$ cat config.mk
export PLATFORM = sky130hd
export DESIGN_NAME = mem_port_arbiter
export DESIGN_NICKNAME = d
export VERILOG_FILES = /design/src/rtl/mem_port_arbiter_pkg.sv /design/src/rtl/mem_port_arbiter_lat_counter.sv /design/src/rtl/mem_port_arbiter.sv
export SDC_FILE = /design/constraint.sdc
export NUM_CORES = 1
export LEC_CHECK = 0
export BUFFER_PORTS_ARGS = -buffer_cell sky130_fd_sc_hd__buf_2
export CAP_MARGIN = 0
export CELL_PAD_IN_SITES_DETAIL_PLACEMENT = 0
export CELL_PAD_IN_SITES_GLOBAL_PLACEMENT = 1
export CORE_MARGIN = 3
export CORE_UTILIZATION = 29
export CTS_CLUSTER_DIAMETER = 80
export DETAILED_ROUTE_END_ITERATION = 8
export PLACE_DENSITY_LB_ADDON = 0.1
export SLEW_MARGIN = 20
export SYNTH_ARGS = -nofsm -noshare
export SYNTH_HDL_FRONTEND = slang
export SYNTH_HIERARCHICAL = 1
export SYNTH_SLANG_ARGS = --single-unit
$ cat constraint.sdc
create_clock -name clock -period 2.2 [get_ports clock]
set_input_delay 0.44 -clock clock [delete_from_list [all_inputs] [get_ports clock]]
set_output_delay 0.44 -clock clock [all_outputs]
set_load 0.05 [all_outputs]
$ cat src/rtl/mem_port_arbiter_pkg.sv
// Shared encodings for the IF/MEM single-port RAM arbiter.
package mem_port_arbiter_pkg;

    typedef enum logic {
        ARB_IDLE    = 1'b0,
        ARB_RD_WAIT = 1'b1
    } arb_state_e;

    typedef enum logic {
        OWN_IF  = 1'b0,
        OWN_MEM = 1'b1
    } arb_owner_e;

endpackage

$ cat src/rtl/mem_port_arbiter_lat_counter.sv
// Read-latency down-counter: loaded at read issue, flags the cycle ram_rdata is valid.
module arb_lat_counter #(
    parameter int MEM_LAT = 2
) (
    input  logic clock,
    input  logic reset,
    input  logic load,
    input  logic dec,
    output logic zero
);
    localparam int CNT_W = $clog2(MEM_LAT + 1);

    logic [CNT_W-1:0] cnt_q, cnt_d;

    // Only loaded from idle, so the saturating decrement never has to wrap.
    always_comb begin
        cnt_d = cnt_q;
        if (load) begin
            cnt_d = CNT_W'(MEM_LAT - 1);
        end else if (dec && cnt_q != '0) begin
            cnt_d = cnt_q - CNT_W'(1);
        end
    end

    always_ff @(posedge clock or negedge reset) begin
        if (!reset) begin
            cnt_q <= '0;
        end else begin
            cnt_q <= cnt_d;
        end
    end

    assign zero = (cnt_q == '0);

endmodule

$ cat src/rtl/mem_port_arbiter.sv
// Arbitrates the unified single-port RAM between fetch (IF) and load/store (MEM),
// sequencing fixed-latency reads and returning registered data with a 1-cycle ack.
module mem_port_arbiter
    import mem_port_arbiter_pkg::*;
#(
    parameter int ADDR_W  = 32,
    parameter int DATA_W  = 32,
    parameter int MEM_LAT = 2
) (
    input  logic              clock,
    input  logic              reset,
    input  logic              if_req,
    input  logic [ADDR_W-1:0] if_addr,
    input  logic              flush,
    input  logic              mem_rd_req,
    input  logic              mem_wr_req,
    input  logic [ADDR_W-1:0] mem_addr,
    input  logic [DATA_W-1:0] mem_wdata,
    input  logic [DATA_W-1:0] ram_rdata,
    output logic              if_ack,
    output logic [DATA_W-1:0] if_rdata,
    output logic              mem_ack,
    output logic [DATA_W-1:0] mem_rdata,
    output logic              stall_if,
    output logic              stall_mem,
    output logic              ram_en,
    output logic              ram_we,
    output logic [ADDR_W-1:0] ram_addr,
    output logic [DATA_W-1:0] ram_wdata
);
    arb_state_e        state_q, state_d;
    arb_owner_e        owner_q, owner_d;
    logic              squash_q, squash_d;
    logic              if_ack_q, if_ack_d;
    logic              mem_ack_q, mem_ack_d;
    logic [DATA_W-1:0] if_rdata_q, if_rdata_d;
    logic [DATA_W-1:0] mem_rdata_q, mem_rdata_d;

    logic mem_req, mem_cand, if_cand;
    logic issue_en, issue_we, cnt_load, cnt_dec, cnt_zero;

    assign mem_req = mem_rd_req | mem_wr_req;
    // A side acked this cycle is masked so its still-high request is not reissued.
    assign mem_cand = mem_req & ~mem_ack_q;
    assign if_cand  = if_req & ~if_ack_q & ~flush;

    always_comb begin
        state_d     = state_q;
        owner_d     = owner_q;
        squash_d    = squash_q;
        if_ack_d    = 1'b0;
        mem_ack_d   = 1'b0;
        if_rdata_d  = if_rdata_q;
        mem_rdata_d = mem_rdata_q;
        issue_en    = 1'b0;
        issue_we    = 1'b0;
        ram_addr    = if_addr;
        cnt_load    = 1'b0;
        cnt_dec     = 1'b0;
        case (state_q)
            ARB_IDLE: begin
                squash_d = 1'b0;
                if (mem_cand) begin
                    issue_en = 1'b1;
                    ram_addr = mem_addr;
                    if (mem_wr_req) begin
                        issue_we  = 1'b1;
                        mem_ack_d = 1'b1;
                    end else begin
                        owner_d  = OWN_MEM;
                        cnt_load = 1'b1;
                        state_d  = ARB_RD_WAIT;
                    end
                end else if (if_cand) begin
                    issue_en = 1'b1;
                    owner_d  = OWN_IF;
                    cnt_load = 1'b1;
                    state_d  = ARB_RD_WAIT;
                end
            end
            ARB_RD_WAIT: begin
                cnt_dec = 1'b1;
                if (owner_q == OWN_IF && flush) begin
                    squash_d = 1'b1;
                end
                if (cnt_zero) begin
                    state_d  = ARB_IDLE;
                    squash_d = 1'b0;
                    if (owner_q == OWN_MEM) begin
                        mem_rdata_d = ram_rdata;
                        mem_ack_d   = 1'b1;
                    end else if (!(squash_q || flush)) begin
                        if_rdata_d = ram_rdata;
                        if_ack_d   = 1'b1;
                    end
                end
            end
            default: state_d = ARB_IDLE;
        endcase
    end

    always_ff @(posedge clock or negedge reset) begin
        if (!reset) begin
            state_q     <= ARB_IDLE;
            owner_q     <= OWN_IF;
            squash_q    <= 1'b0;
            if_ack_q    <= 1'b0;
            mem_ack_q   <= 1'b0;
            if_rdata_q  <= '0;
            mem_rdata_q <= '0;
        end else begin
            state_q     <= state_d;
            owner_q     <= owner_d;
            squash_q    <= squash_d;
            if_ack_q    <= if_ack_d;
            mem_ack_q   <= mem_ack_d;
            if_rdata_q  <= if_rdata_d;
            mem_rdata_q <= mem_rdata_d;
        end
    end

    arb_lat_counter #(.MEM_LAT(MEM_LAT)) u_lat_cnt (
        .clock (clock),
        .reset (reset),
        .load  (cnt_load),
        .dec   (cnt_dec),
        .zero  (cnt_zero)
    );

    // Strobes are gated by reset so nothing reaches the RAM while it is held low.
    assign ram_en    = issue_en & reset;
    assign ram_we    = issue_we & reset;
    assign ram_wdata = mem_wdata;
    assign if_ack    = if_ack_q;
    assign mem_ack   = mem_ack_q;
    assign if_rdata  = if_rdata_q;
    assign mem_rdata = mem_rdata_q;
    assign stall_if  = if_req & ~if_ack_q;
    assign stall_mem = mem_req & ~mem_ack_q;

endmodule

Word level (Yosys, flattened, before mapping):

Index checks and enable logic that the tools add are counted.

* bits in registers: 71
* bits in latches: 0
* RAM bits: 0
* memory bits (read-only): 0
* input bits: 134
* output and inout bits: 134
* logic and storage cells: 62
* memories kept: 0

* add/sub/neg operators: 1
* $mul: 0
* div/mod/pow operators: 0
* magnitude comparators: 0
* equality and inequality tests: 2
* shift operators: 0
* muxes and demuxes: 29
* bitwise gates (word level): 12
* reduce and logical (&&, ||, !) cells: 10

Operator list (number)
* 32-bit two-way mux: 2
* 1-bit two-way mux: 22
* 1-bit NOT: 6
* 1-bit case mux with 2 select lines: 3
* 3-bit AND reduction: 2
* 2-bit nonzero test: 3
* 1-bit bitwise AND: 5
* 2-bit two-way mux: 2
* 4-bit AND reduction: 1
* 3-bit by 1-bit != test with 1-bit output, second input constant: 1
* 1-bit logical AND: 2
* 2-bit zero test: 1
* 2-bit != test, second input constant: 1
* 2-bit by 1-bit subtractor with 2-bit output, second input constant: 1
* 1-bit logical OR: 1
* 1-bit bitwise OR: 1

Logic depth before layout (Yosys ltp):

* depth in word-level cells: 7
* depth in mapped cells: 6
* gate-level depth less buffers: 5

Hierarchy:

The synthesis kept the hierarchy.

By module, submodules not included
* mem_port_arbiter: instances 1, cells an instance 230, area an instance 3261.9 sq um, seq. area each 1726.7 sq um
* arb_lat_counter: instances 1, cells an instance 11, area an instance 116.4 sq um, seq. area each 50.0 sq um

Worst setup path after synthesis:

OpenSTA, ideal clock, no wires.

* kind: reg-to-output
* start: register if_ack_q (netlist: if_ack)
* end: output port ram_en
* arrival time: 2.361 ns
* required time: 1.760 ns
* setup slack: -0.601 ns
* cell stages (with the launch flop): 4
* path buffers: 0
* path through: dfrtp_1 > nor2b_1 > a22oi_1 > nor2b_1

* cells in the longest elaborated chain, start to end: 7

Ends and longest elaborated chain
* start: declaration: RTL line mem_port_arbiter.sv:34 `logic if_ack_q, if_ack_d;`
* start signal: assignment: RTL line mem_port_arbiter.sv:115 `if_ack_q <= if_ack_d;`
* 1-bit NOT
* 1-bit bitwise AND
* net stall_if: RTL line mem_port_arbiter.sv:24 `output logic stall_if,`
* 1-bit bitwise AND: RTL line mem_port_arbiter.sv:45 `assign if_cand = if_req & ~if_ack_q & ~flush;`
* 1-bit two-way mux: RTL line mem_port_arbiter.sv:74 `end else if (if_cand) begin`
* 1-bit two-way mux: RTL line mem_port_arbiter.sv:63 `if (mem_cand) begin`
* 1-bit two-way mux: RTL line mem_port_arbiter.sv:60 `case (state_q)`
* 1-bit bitwise AND: RTL line mem_port_arbiter.sv:131 `assign ram_en = issue_en & reset;`
* end: declaration: RTL line mem_port_arbiter.sv:26 `output logic ram_en,`

The timed path passes the listed nets, and every way through them passes these cells.

Final worst setup path:

* start: input port mem_rd_req
* end: output port ram_addr[26]

* cells in the longest elaborated chain, start to end: 4

Ends and longest elaborated chain
* start: declaration: RTL line mem_port_arbiter.sv:15 `input logic mem_rd_req,`
* 1-bit bitwise OR: RTL line mem_port_arbiter.sv:42 `assign mem_req = mem_rd_req | mem_wr_req;`
* 1-bit bitwise AND: RTL line mem_port_arbiter.sv:44 `assign mem_cand = mem_req & ~mem_ack_q;`
* 32-bit two-way mux: RTL line mem_port_arbiter.sv:63
* 32-bit two-way mux: RTL line mem_port_arbiter.sv:60
* end: declaration: RTL line mem_port_arbiter.sv:28 `output logic [ADDR_W-1:0] ram_addr,`

No other way between the ends.

==> metrics.md <==
| Metric | Value |
|---|---|
| Hold Violations, Final | `0` |
| Fmax | `465 MHz` |
| Num CTS Buffers | `9` |
| Share of the synthesized area in the top cell type | `52.6%` |
| CP Data Required Time | `roughly 1.8 ns` |
| Wire length per cell after detailed routing | `around 16 um` |
| Pwr Total | `9310 uW` |
| Number of synthesized register bits | `71` |
| Arr. time, crit path | `~1.7 ns` |
| Syn Std Cell Area | `approximately 3400 um2` |
| Max-capacitance violation count | `0` |
| Number of synthesized flops with an enable pin | `0` |
| Area delta synth->final | `41.4%` |
| DR vias | `between 2,000 and 2,500` |
| Placed Instance Area | `~4400 um2` |
| CTS tree | `done` |
| Average instance area after synthesis | `14.0 um2` |
| Die W | `between 100 and 150 um` |
| Core area | `11,100 um2` |
| Placed insts | `~550` |
| Largest net degree at the start of global routing | `71` |
| Synth area leaders | `dfrtp_1, mux2_2, buf_4` |
| Worst hold path class | `input pin to flip-flop` |
| Global-route wire length before repair | `~14 mm` |
| Endpoint class of the critical path | `primary output` |
| CP max stage delay | `0.35 ns` |
| Chip Height | `around 110 um` |
| Power Dens Cells | `between 1500 and 2000 nW/um2` |
| Main synth FF type | `dfrtp_1` |
| Setup Crit Path Kind | `input pin to primary output` |
| Initial antenna violation count | `0` |
| Synth Area in Adders | `0.370%` |
| Crit share post-route | `a little over nine tenths` |
| Final instance area | `about 4800 um2` |
| Cells after Synth | `241` |
| Detail Route Antenna Nets | `0` |
| Max Slew Vio Count | `0` |
| DRT iter0 DRCs | `66` |
| Crit-path slowest cell | `mux2_2` |
| Via/cell ratio | `between 4 and 5` |
| Remaining DRCs | `0` |
| Synth Area in Compound Gates | `between 1 and 1.5%` |
| Mux share of post-synthesis cell area | `around 32%` |
| Grt ovf | `0` |
| Cell with the most instances after synthesis | `mux2_2` |
| RSZ-0062 raised after global routing | `no` |
| Count of boundary I/O pins | `268` |
| Final Instance Count excl. Fillers | `570` |
| PortBufs | `slightly above 200` |
| Total number of yosys warnings | `6` |
| Nets | `561` |
| Worst path cell trace | `buf_2 > or2_2 > nand2_4 > buf_12 > mux2_2 > buf_2` |
| Worst hold slack | `0.352 ns` |
| First-pass DRT Iterations | `4` |
| Least-Margin Pin Slew | `around 0.87 ns` |
| Largest family of logic cells by synthesized area | `multiplexers` |
| WP buf/inv | `3` |
| Row Count | `38` |
| Setup Skew | `around 0.0097 ns` |
| Mapped Nets | `between 300 and 400` |
| Startpoint Class | `input pin` |
| Routability cong. | `~0.7` |
| Cell leakage power | `~0.0024 uW` |
| Antenna fix cells | `0` |
| Distinct cell type count after synthesis | `25` |
| Synth Area in Simple Gates | `3.81%` |
| Most common library cells after synthesis | `mux2_2, dfrtp_1, buf_4` |
| Clk_lat worst skew | `0.32 ns` |
| Share of flip-flops with an asynchronous set or reset | `100%` |
| Share of layout cells above drive strength 1 | `between 70% and 80%` |
| Setup Viol. Count Final | `0` |
| CTS Sinks | `approximately 70` |
| Vias in the first global route | `2,673` |
| Full die area | `roughly 13,000 um2` |
| Max clock buf depth | `2` |
| Initial Util | `a little under a third` |
| Final TNS setup | `0 ns` |
| Final wirelength | `roughly 9.3 mm` |
| CP top delay family | `buffers and inverters` |
| CP most frequent cell | `buf_2` |
| Largest area contributor in the netlist | `dfrtp_1` |
| CTS clk-pin slew, worst paths | `approximately 0.060 ns` |
| FILL cells | `between 1,000 and 1,500` |
| Peak VDD IR | `between 0.9 and 1 mV` |
| Max-Slew Margin vs Limit | `~42%` |
| CTS H-tree lvls | `3` |
| GRT Overall Usage | `13.8%` |
| Final HPWL DP | `around 7.1 mm` |
| Min cycle time layout | `roughly 2.1 ns` |
| Worst-path fanout max | `16` |
| Sequential fraction of the synthesis area | `between 50% and 60%` |
| Post-synthesis xor/xnor area fraction | `0%` |
| Clock root buffer | `clkbuf_16` |
| Outcome | `complete, no violations` |
## kinds of logic (layout without fill, tap and decap cells)
group,Yosys count,count (layout)
AOI/OAI and AO/OA,6,6
adders and majority gates,1,1
buffers and inverters,45,234
DFF,71,71
muxes,97,97
and+or+nand+nor,21,21
## through the flow
stage               utilization (%)  setup slack, ns
floorplan                         -            0.148
global placement               39.2           0.0239
detailed placement             39.2          0.00497
CTS                            42.4         0.000701
global route                   42.9          0.00593
finish                         42.9           0.0517
## flip-flops by register name (all words and copies together) (netlist names)
signal and count:
if_rdata 32, mem_rdata 32, u_lat_cnt/cnt_q 2, if_ack 1, mem_ack 1, owner_q 1
squash_q 1, state_q 1
## routing by layer
metal / share of wire (%) / GRT usage, %
met1: 40 / 16.8
met2: 51 / 23.6
met3: 7.7 / 4.24
met4: 1.3 / 3.96
met5: 0 / 0
## power by group
part	switching (uW)	total, uW	internal, uW	leakage [uW]
Combinational	3780	5360	1590	0.00140
Clock	547	1680	1130	0.000165
Sequential	310	2270	1960	0.000852
Total	4630	9310	4680	0.00242
## layout make-up
| cell class | count | area (um2) | area share, % |
|---|---|---|---|
| multi-input cells | 125 | 1300 | 27.2 |
| clock buffers | 10 | 239 | 5.00 |
| inverters | 4 | 15.0 | 0.314 |
| well taps | 140 | 175 | 3.67 |
| clock inverters | 5 | 106 | 2.23 |
| repair buffers | 215 | 1160 | 24.3 |
| flip-flops and latches | 71 | 1780 | 37.2 |
## layout by cell type (no fill, tap or decap), types with 2 or more instances in the layout
cell,n
buf_2,200
mux2_2,95
dfrtp_1,70
clkbuf_16,10
buf_4,9
nor2_1,4
inv_1,4
nor2b_1,3
nand2_1,3
bufinv_16,3
buf_12,2
## final timing paths
path,cells past startpoint,end,slack (ns),from
max,6,ram_addr[26],0.05,mem_rd_req
min,2,if_rdata[3],0.35,ram_rdata[3]
max reg2reg,6,if_rdata[28],0.40,u_lat_cnt/cnt_q[0]
min reg2reg,1,if_rdata[3],0.50,if_rdata[3]
max in group asynchronous,3,state_q,0.64,reset
min in group asynchronous,2,mem_ack,0.50,reset
## worst reg2reg max path: cells and delay by family, from the launching register on
family,cells,cell delay [ns]
muxes,1,0.38
DFF,1,0.39
and+or+nand+nor,2,0.29
adders and majority gates,1,0.25
buffers and inverters,2,0.38
## timing repair
item | 4_1_cts | 5_1_grt
setup buffers | 0 | 1
setup endpoints to repair | 32 | 33
resized for setup | 1 | 6
gates cloned | 0 | 2
hold endpoints to repair | 1 | 0
hold buffers | 1 | 0
Power figures use the tool's default switching activity.
